==> src/rtl/pmem_arbiter.sv <==
`default_nettype none
// pmem_arbiter: two-requester (I/D cache) arbiter onto one physical-memory port.
// Optional macro ARB_ROUND_ROBIN_EN: alternate grants on ties (default: D wins). Rev 1.0
module pmem_arbiter (
    input  logic         clk,
    input  logic         rst_n,

    input  logic         i_pmem_read,
    input  logic [31:0]  i_pmem_address,
    output logic [255:0] i_pmem_rdata,
    output logic         i_pmem_resp,

    input  logic         d_pmem_read,
    input  logic         d_pmem_write,
    input  logic [31:0]  d_pmem_address,
    input  logic [255:0] d_pmem_wdata,
    output logic [255:0] d_pmem_rdata,
    output logic         d_pmem_resp,

    output logic         mem_read,
    output logic         mem_write,
    output logic [31:0]  mem_address,
    output logic [255:0] mem_wdata,
    input  logic [255:0] mem_rdata,
    input  logic         mem_resp
);

    localparam logic [1:0] IDLE   = 2'd0;
    localparam logic [1:0] I_BUSY = 2'd1;
    localparam logic [1:0] D_BUSY = 2'd2;

    logic [1:0]   state;
    logic [1:0]   next_state;
    logic [31:0]  lat_addr;
    logic [255:0] lat_wdata;
    logic         lat_write;
    logic         d_req;
    logic         grant_d;
    logic         grant_i;

    assign d_req = d_pmem_read | d_pmem_write;

`ifdef ARB_ROUND_ROBIN_EN
    logic last_d;

    // On a tie, D wins only if I was granted last.
    assign grant_d = d_req & (~i_pmem_read | ~last_d);

    always_ff @(posedge clk or negedge rst_n) begin
        if (!rst_n) begin
            last_d <= 1'b0;
        end else if (state == IDLE) begin
            if (grant_d) begin
                last_d <= 1'b1;
            end else if (grant_i) begin
                last_d <= 1'b0;
            end
        end
    end
`else
    assign grant_d = d_req;
`endif

    assign grant_i = i_pmem_read & ~grant_d;

    always_ff @(posedge clk or negedge rst_n) begin
        if (!rst_n) begin
            state <= IDLE;
        end else begin
            state <= next_state;
        end
    end

    always_comb begin
        next_state = state;
        case (state)
            IDLE: begin
                if (grant_d) begin
                    next_state = D_BUSY;
                end else if (grant_i) begin
                    next_state = I_BUSY;
                end
            end
            I_BUSY, D_BUSY: begin
                if (mem_resp) begin
                    next_state = IDLE;
                end
            end
            default: next_state = IDLE;
        endcase
    end

    // Command is captured at grant so requester changes mid-transaction are invisible.
    always_ff @(posedge clk or negedge rst_n) begin
        if (!rst_n) begin
            lat_addr  <= 32'd0;
            lat_wdata <= 256'd0;
            lat_write <= 1'b0;
        end else if (state == IDLE) begin
            if (grant_d) begin
                lat_addr  <= d_pmem_address;
                lat_wdata <= d_pmem_wdata;
                lat_write <= d_pmem_write;
            end else if (grant_i) begin
                lat_addr  <= i_pmem_address;
                lat_wdata <= 256'd0;
                lat_write <= 1'b0;
            end
        end
    end

    always_comb begin
        mem_read    = 1'b0;
        mem_write   = 1'b0;
        mem_address = 32'd0;
        mem_wdata   = 256'd0;
        i_pmem_resp = 1'b0;
        d_pmem_resp = 1'b0;
        case (state)
            I_BUSY: begin
                mem_read    = 1'b1;
                mem_address = lat_addr;
                mem_wdata   = lat_wdata;
                i_pmem_resp = mem_resp;
            end
            D_BUSY: begin
                mem_read    = ~lat_write;
                mem_write   = lat_write;
                mem_address = lat_addr;
                mem_wdata   = lat_wdata;
                d_pmem_resp = mem_resp;
            end
            default: begin
                mem_read = 1'b0;
            end
        endcase
    end

    assign i_pmem_rdata = mem_rdata;
    assign d_pmem_rdata = mem_rdata;

endmodule
`default_nettype wire
==> config.mk <==
export PLATFORM = sky130hd
export DESIGN_NAME = pmem_arbiter
export DESIGN_NICKNAME = d
export VERILOG_FILES = /design/src/rtl/pmem_arbiter.sv
export SDC_FILE = /design/constraint.sdc
export NUM_CORES = 1
export LEC_CHECK = 0
export CAP_MARGIN = 20
export CORE_AREA = 2 2 545 547
export DETAILED_ROUTE_END_ITERATION = 16
export DIE_AREA = 0 0 547 549
export GPL_TIMING_DRIVEN = 0
export PLACE_DENSITY = 0.32
export SETUP_SLACK_MARGIN = 0.1
export SYNTH_ARGS = -nofsm -noshare
export SYNTH_HDL_FRONTEND = slang
export SYNTH_SLANG_ARGS = --single-unit
export TNS_END_PERCENT = 50
==> constraint.sdc <==
create_clock -name clk -period 5 [get_ports clk]
set_clock_uncertainty 0.05 [all_clocks]
set_input_delay 0.5 -clock clk [delete_from_list [all_inputs] [get_ports clk]]
set_output_delay 0.5 -clock clk [all_outputs]
set_load 0.02 [all_outputs]
======== After elaboration in Yosys (flattened, before gate mapping) ========
Index checks and enable logic that the tools add are counted.
operators by class
  reduce and logical (&&, ||, !) cells .... 5
  bitwise operators ....................... 4
  muxes and demuxes ....................... 16
  equal/unequal tests ..................... 4
operator list
  operator                                             count
  2-to-1 mux 256 bit                                   3
  2-to-1 mux 32 bit                                    3
  2-to-1 mux 2 bit                                     3
  2-to-1 mux 1 bit                                     5
  one-hot mux 2 bit (2 select lines)                   1
  AND reduction 2 bit                                  2
  != test 3 bit, second input constant                 1
  equality test 2 x 1 -> 1 bit, second input constant  1
  equality test 2 bit, second input constant           1
  zero test 2 bit                                      1
  != test 2 x 1 -> 1 bit, second input constant        1
  NOT 1 bit                                            2
  one-hot mux 1 bit (2 select lines)                   1
  nonzero test 2 bit                                   1
  OR reduction 2 bit                                   1
  AND 1 bit                                            1
  bitwise OR 1 bit                                     1
storage, ports and cells
  input port bits ......................... 582
  bits in registers ....................... 291
  output and inout port bits .............. 804

======== Depth between registers and ports, before layout ========
Gate-level depths: netlist of run 1.
  depth in word-level cells ............... 6
  depth in mapped cells ................... 7
  mapped depth without buffers ............ 5

======== Worst setup path after synthesis of run 1 ========
Ideal clock, no wire load.
  path kind ............................... register to output
  from .................................... register state[0]
  to ...................................... output mem_address[0]
  arrival ................................. 1.590 ns
  cell stages (with the launch flop) ...... 7
  buffers on the path ..................... 3
  required time ........................... 4.450 ns
  setup slack ............................. 2.860 ns
  path through ............................ dfrtp_1 > inv_1 > ha_1 > clkbuf_1 > buf_2 > clkbuf_1 > and2_1
on the way
  cells in the longest elaborated chain, start to end .. 3
RTL lines
  what                                                                 line  text
  start: declaration                                                   32    logic [1:0] state;
  start signal: assignment                                             70    state <= next_state;
  equality test 2 x 1 -> 1 bit or equality test 2 bit (tied branches)  119   case (state)
  OR reduction 2 bit (no line) *                                       n/a
  2-to-1 mux 32 bit *                                                  119
  end: declaration                                                     22    output logic [31:0] mem_address,
Mark *: on every way between the ends. The rest lies on a longest branch, timed or not.

======== Worst setup path after layout of run 1 ========
  from .................................... register state[0]
  to ...................................... output mem_wdata[234]
on the way
  cells in the longest elaborated chain, start to end .. 3
RTL lines
  what                                                                 line  text
  equality test 2 x 1 -> 1 bit or equality test 2 bit (tied branches)  119
  OR reduction 2 bit (no line) *                                       n/a
  2-to-1 mux 256 bit *                                                 119
  end: declaration                                                     23    output logic [255:0] mem_wdata,
Marked as above.

==> results of run 1 <==
[kinds of logic after synthesis]
logic type      synth area share [%]
fa+ha+maj                      0.229
mux                             1.95
simple gates                    12.1
flops                           44.4
buf+inv                         26.3
compound gates                  15.0
[cells in the final DEF (no fill, tap or decap), drive strengths merged]
master | netlist | routed
buf | 576 | 586
mux2i | 32 | 32
o21a | 1 | 1
o31ai | 1 | 1
inv | 2 | 3
nor2 | 1 | 1
a21oi | 3 | 3
o21ai | 32 | 32
dfrtp | 291 | 291
and2 | 291 | 291
diode | 0 | 11
ha | 3 | 3
nand2b | 2 | 2
a22o | 257 | 257
bufinv | 0 | 4
clkdlybuf4s50 | 0 | 1128
nand2 | 33 | 33
clkbuf | 35 | 98
nor2b | 2 | 2
dlygate4sd3 | 0 | 1
clkinv | 0 | 9
a21o | 1 | 1
[stage by stage]
stage | setup slack, ns | instance area, um^2 | hold slack [ns]
finish | 0.723 | 34300 | 0.328
global route | 0.481 | 34300 | 0.319
CTS | 0.585 | 34300 | 0.285
detailed placement | 1.27 | 32800 | 0.415
global placement | -11.63 | 32600 | 0.408
floorplan | 2.86 | 16400 | 0.154
[power breakdown]
| part | switching (W) | internal (W) | total, W | leakage (nW) |
|---|---|---|---|---|
| clock | 0.00132 | 0.00200 | 0.00332 | 0.742 |
| sequential | 0.000831 | 0.00350 | 0.00433 | 3.61 |
| combinational | 0.00704 | 0.00486 | 0.0119 | 9.27 |
[synth_stat cells]
cell type	count
nand2b_1	2
nor2_4	1
buf_2	61
mux2i_1	32
clkbuf_1	35
ha_1	3
a22o_1	257
nand2_1	33
inv_1	2
o21a_1	1
buf_4	515
a21oi_1	3
nor2b_1	2
and2_1	291
a21o_1	1
o21ai_0	32
dfrtp_1	291
o31ai_4	1
[registers in the layout (all words and copies together) (netlist names)]
signal,flops
lat_wdata,256
lat_addr,32
state,2
lat_write,1
[metal layers]
metal | GRT usage [%] | vias up | part of all wire, %
met1 | 11.3 | 7804 | 42
met5 | 0 | - | 0.050
met2 | 15.1 | 1034 | 45
met4 | 2.33 | 10 | 2.4
li1 | - | 7182 | -
met3 | 4.12 | 147 | 11
[layout make-up]
cell class	instances	area (um^2)	share of cell area, %
Buffer	611	4300	12.5
Sequential cell	291	7280	21.2
Clock buffer	63	1300	3.80
Timing Repair Buffer	1139	11500	33.4
Antenna cell	11	27.5	0.0802
Tap cell	3939	4930	14.4
Clock inverter	14	185	0.540
Inverter	2	7.51	0.0219
Multi-Input combinational cell	659	4810	14.0
[final timing paths]
check,from,to,slack (ns),cells after the start
setup / recovery,state[0],mem_wdata[234],0.72,7
hold / removal,rst_n,lat_wdata[194],0.33,2
setup reg to reg,state[1],lat_wdata[139],2.18,7
hold reg to reg,lat_addr[18],lat_addr[18],0.42,2
max in group asynchronous,rst_n,lat_wdata[38],3.12,4
min in group clk,d_pmem_wdata[232],lat_wdata[232],0.39,2
[repair_timing]
action,4_1_cts,5_1_grt
endpoints found under the hold margin,51,0
resized for setup,0,0
hold buffers,1,0
==> impl_results.md, run 1 <==
- # fillers: 33,623
- Post-synthesis sequential area ratio: 44.4%
- Largest buffer count on any clock path: 3
- H-tree depth: 2
- Clock sink count: 291
- Die width: 547 um
- CP Data Required Time: 4.45 ns
- Post-Syn Instances: 1,563
- Crit path buf inv count: 5
- Cells after DPL: 6,640
- Count of different cell masters after synthesis: 18
- Max Cap Viol: 0
- Detailed-route DRC error count: 0
- Starting DRC count in detailed routing: 692
- Final critical-path required period: 4.28 ns
- VDD IR max: 308 uV
- Hold Crit Class: in2async
- Initial Util: 5.56%
- Fraction of layout instances using a drive strength above 1: 23.9%
- Fin Setup TNS: 0 ns
- Rows: 200
- Synth top area share: 44.4%
- Post CTS Setup Buffer Count: 0
- Main area contributors after synthesis: dfrtp_1, buf_4, a22o_1
- Power Total: 0.0195 W
- Core Footprint: 295,000 um^2
- Syn_nets: 2,148
- Gr usage total: 9.37%
- Nets: 3,332
- Slew HR: 32.4%
- Crit path arrival time: 3.73 ns
- Number of global-route vias before repair: 17,026
- Status: finished clean
- Root buf cell: clkbuf_16
- Clock Latency Late Sink: 0.65 ns
- Critical path's slowest cell: clkdlybuf4s50_1
- Die area: 300,000 um^2
- Final Core Density: 11.6%
- First-pass GRT wire length: 184,000 um
- Cell accounting for the most synthesized area: dfrtp_1
- RePlAce Congestion: 0.910
- Grt ovf: 0
- #FFs+latches synth: 291
- Boundary pin count: 1,386
- Initial antenna violation count: 51
- CP top delay family: buffers and inverters
- Critical path fanouts, max: 10
- Endpoints failing setup: 0
- Least-Margin Pin Slew: 0.985 ns
- P&R area growth vs syn: 109%
- CP endpoint kind: output port
- CTS tree: yes
- Hold Vio Cnt, Final: 0
- Final HPWL DP: 132,000 um
- Non-Filler Instances: 6,729
- Leakage: 13.6 nW
- Die Height: 549 um
- Max Slew Vio Count: 0
- Startpoint types: flip-flop
- Final ANT Viol Nets: 0
- Largest net degree at the start of global routing: 96
- Cell area after synthesis: 16,400 um^2
- Delay of the slowest critical-path stage: 0.98 ns
- Clock transition at the registers of the reported paths: 0.06 ns
- First drt pass iteration count: 4
- Unrepaired setup endpoints after global routing: no
- Final Cycle Share: 85.5%
- TritonCTS buffer count: 43
- Syn_area_per_cell: 10.5 um^2
- Vias post-DR: 16,177
- Drt wl/cell: 21.9 um
- Routed vias/inst: 2.40
- Crit Path Category: reg2out
- Max Freq: 0.234 GHz
- Cell Chain, Critical Path: inv_1 -> ha_1 -> clkbuf_2 -> buf_2 -> clkbuf_1 -> and2_1 -> clkdlybuf4s50_1
- Final WL: 147,000 um
- Power Density: 569 nW/um^2
- Buffers on Ports: 1,129
- Synth Warn #: 0
Note: power is estimated with default switching activity, not from simulation.
==> run 2, diff against run 1 <==
Settings changed: ABC_AREA from default to 1, CORE_AREA 2 2 545 547 to 2 2 533 535, DIE_AREA 0 0 547 549 to 0 0 535 537, PLACE_DENSITY 0.32 to 0.33.
==> run 2 against run 1 <==
  * Die area is 4.3% lower
  * Via count is 21% higher
  * Sequential power hardly changed
  * Flip-flop and latch count stayed put
  * Non-clock buffer count is 4 lower
  * Utilization is 0.93 points higher
  * Cell area is 3.0% higher
  * Synthesized cell count is 58% higher
  * Final cell count is 11% higher
  * Global-route usage is 2.3 points higher
  * Clock power is 3% higher
  * Combinational power is 15% lower
  * Largest cell class unchanged
  * Highest routed layer unchanged
==> impl_results.md, run 2 <==
- Largest buffer count on any clock path: 3 (unchanged)
- Largest net degree at the start of global routing: 98 (+2.1%)
- Nets: 4,241 (+27%)
- Boundary pin count: 1,386 (unchanged)
- Number of global-route vias before repair: 19,724 (+16%)
- Max Slew Vio Count: 0 (unchanged)
- Cells after DPL: 7,351 (+11%)
- P&R area growth vs syn: 101%
- Core Footprint: 281,000 um^2 (-4.6%)
- VDD IR max: 256 uV (-17%)
- Post-Syn Instances: 2,476 (+58%)
- Max Cap Viol: 0 (unchanged)
- Top_reg_cell synth: dfrtp_1
- Max Freq: 0.225 GHz (-3.7%)
- Die Height: 537 um (-2.2%)
- Final instance area: 35,300 um^2 (+3.0%)
- Clock sink count: 291 (unchanged)
- Synth Warn #: 0 (unchanged)
- Rows: 195 (-2.5%)
- CP endpoint kind: output port
- Hold Vio Cnt, Final: 0 (unchanged)
- Cell area after synthesis: 17,600 um^2 (+7.2%)
- H-tree depth: 2 (unchanged)
- Placed instance area: 33,700 um^2 (+2.6%)
- Most frequent cells in the layout: nand2_1, clkdlybuf4s50_1, buf_4, inv_1, dfrtp_1
- Root buf cell: clkbuf_16
- Least-Margin Pin Slew: 0.979 ns (-0.00594 ns)
- Routed vias/inst: 2.61 (+8.5%)
- Multi-input gate area: 4820 um^2 (+0.10%)
- Clock transition at the registers of the reported paths: 0.06 ns (about the same)
- Non-Filler Instances: 7,478 (+11%)
- Initial Util: 6.25% (+0.69 points)
- CP Data Required Time: 4.45 ns (about the same)
- Setup WS pre-CTS: 0.261 ns (-1.00 ns)
- Routed wl met2: 83,100 um (+25%)
- Final ANT Viol Nets: 0 (unchanged)
- Post CTS Setup Buffer Count: 0 (unchanged)
- Count of different cell masters after synthesis: 14 (-4)
- Final Cycle Share: 88.8% (+3.3 points)
- WHS: 0.234 ns (-0.0937 ns)
- Synth top area share: 41.4% (-3.0 points)
- First-pass GRT wire length: 216,000 um (+18%)
- Final worst setup slack: 0.559 ns (-0.164 ns)
- Cell accounting for the most synthesized area: dfrtp_1
- Power Density: 503 nW/um^2 (-12%)
- Syn_nets: 3,061 (+43%)
- Status: finished clean
- #FFs+latches synth: 291 (unchanged)
- Metal3 WL: 20,400 um (+28%)
- Buffers on Ports: 1,129 (unchanged)
- Clock Latency Late Sink: 0.63 ns (-0.02 ns)
- Post-synthesis sequential area ratio: 41.4% (-3.0 points)
- Detailed-route DRC error count: 0 (unchanged)
- Critical path fanouts, max: 10 (unchanged)
- Final WL: 176,000 um (+20%)
- CTS tree: yes
- Vias post-DR: 19,509 (+21%)
- Top flop regs: lat_wdata (256), lat_addr (32), state (2)
- Fraction of layout instances using a drive strength above 1: 18.3% (-5.6 points)
- Most common cell after layout, fill and taps aside: nand2_1
- Number of flops mapped to enable cells by yosys: 0 (unchanged)
- Gr usage total: 11.7% (+2.3 points)
- RePlAce Congestion: 0.877 (-3.7%)
- Unrepaired setup endpoints after global routing: no
- Starting DRC count in detailed routing: 944 (+36%)
- Crit path arrival time: 3.89 ns (+0.16 ns)
- Die area: 287,000 um^2 (-4.3%)
- Async SR Flop Fraction: 100% (unchanged)
- Syn_area_per_cell: 7.10 um^2 (-32%)
- # fillers: 32,543 (-3.2%)
- First drt pass iteration count: 5 (+1)
- Max reg flops: 256 (unchanged)
- Top cells by count, synth: nand2_1, buf_4, inv_1, dfrtp_1, buf_2
- Drt wl/cell: 23.6 um (+7.7%)
- Most common cell in the netlist: nand2_1
- Crit Path Category: reg2out
- Highest routed layer: met5
- TritonCTS buffer count: 45 (+4.7%)
- Main area contributors after synthesis: dfrtp_1, nand2_1, buf_4
- Grt ovf: 0 (unchanged)
- M1 WL: 69,300 um (+13%)
- Endpoints failing setup: 0 (unchanged)
- Top reg by flops: lat_wdata
- Reg area: 7280 um^2 (unchanged)
- Slew HR: 34.7% (+2.3 points)
- Die width: 535 um (-2.2%)
- Final HPWL DP: 159,000 um (+20%)
- Hold Crit Class: in2async
- Initial antenna violation count: 95 (+86%)
- Startpoint types: flip-flop
- Final critical-path required period: 4.44 ns (+0.164 ns)
- Leakage: 17.4 nW (+28%)
-- run 2: cell count changes after synthesis, sizes merged, moves of 3 or more --
| cell | before | now |
|---|---|---|
| nand2 | 33 | 1262 |
| inv | 2 | 300 |
| and2 | 291 | 0 |
| a22o | 257 | 0 |
| mux2i | 32 | 0 |
| o21ai | 32 | 1 |
| buf | 576 | 593 |
| clkbuf | 35 | 20 |
| a21oi | 3 | 0 |
-- run 2: final timing paths --
path | from | slack, ns | to | cells after the start
setup / recovery | state[0] | 0.56 | mem_wdata[168] | 8
hold / removal | rst_n | 0.23 | lat_addr[13] | 2
setup reg to reg | state[0] | 1.78 | lat_wdata[182] | 8
hold reg to reg | lat_wdata[202] | 0.41 | lat_wdata[202] | 2
max in group asynchronous | rst_n | 3.21 | lat_wdata[147] | 4
min in group clk | d_pmem_wdata[63] | 0.33 | lat_wdata[63] | 3
-- run 2: critical path, stage by stage, from the launching register on --
cell and delay [ns]:
dfrtp_1 0.39, inv_1 0.08, ha_1 0.29, clkbuf_4 0.35, clkbuf_2 0.61, buf_2 0.40
nand2_1 0.09, inv_1 0.06, clkdlybuf4s50_1 0.93
-- run 2: repair_timing --
action,CTS,global route
hold buffers,1,0
setup endpoints to repair,38,0
resized for setup,8,0
hold endpoints to repair,144,0
-- run 2: where the power goes --
part / leakage [nW] / switching (W) / internal (W) / total [W]
clock: 0.747 / 0.00140 / 0.00203 / 0.00343
combinational: 13.1 / 0.00644 / 0.00362 / 0.0101
sequential: 3.61 / 0.000820 / 0.00348 / 0.00430
total: 17.4 / 0.00866 / 0.00913 / 0.0178
-- run 2: stage by stage --
step | total power (W) | setup TNS, ns | utilization (%)
floorplan | 0.00871 | 0 | -
global placement | 0.0148 | -3465.78 | 11.9
detailed placement | 0.0147 | 0 | 12.0
CTS | 0.0184 | 0 | 12.5
global route | 0.0192 | 0 | 12.5
finish | 0.0178 | 0 | 12.6
-- run 2: layer usage --
metal  track usage, %  up-vias
met4             2.26       16
li1                 -     9026
met5                0        -
met1             13.5     9179
met2             19.7     1126
met3             5.47      162
-- run 2: cell families (layout without fill, tap and decap cells) --
| kind of cell | count (synthesis) | in the layout | share of synthesized area, % |
|---|---|---|---|
| buffers and inverters | 913 | 2126 | 31.2 |
| and+or+nand+nor | 1267 | 1267 | 27.1 |
| adders and majority gates | 3 | 3 | 0.214 |
| AOI/OAI and AO/OA | 2 | 2 | 0.0712 |
| DFF | 291 | 291 | 41.4 |
| other | 0 | 46 | 0 |
-- run 2: cell type report --
cell class                      count  area share [%]
Clock buffer                       63            3.69
Antenna cell                       46           0.326
Timing Repair Buffer             1133            32.2
Clock inverter                     17           0.722
Tap cell                         3743            13.3
Multi-Input combinational cell   1272            13.6
Inverter                          300            3.19
Buffer                            613            12.3
Sequential cell                   291            20.6
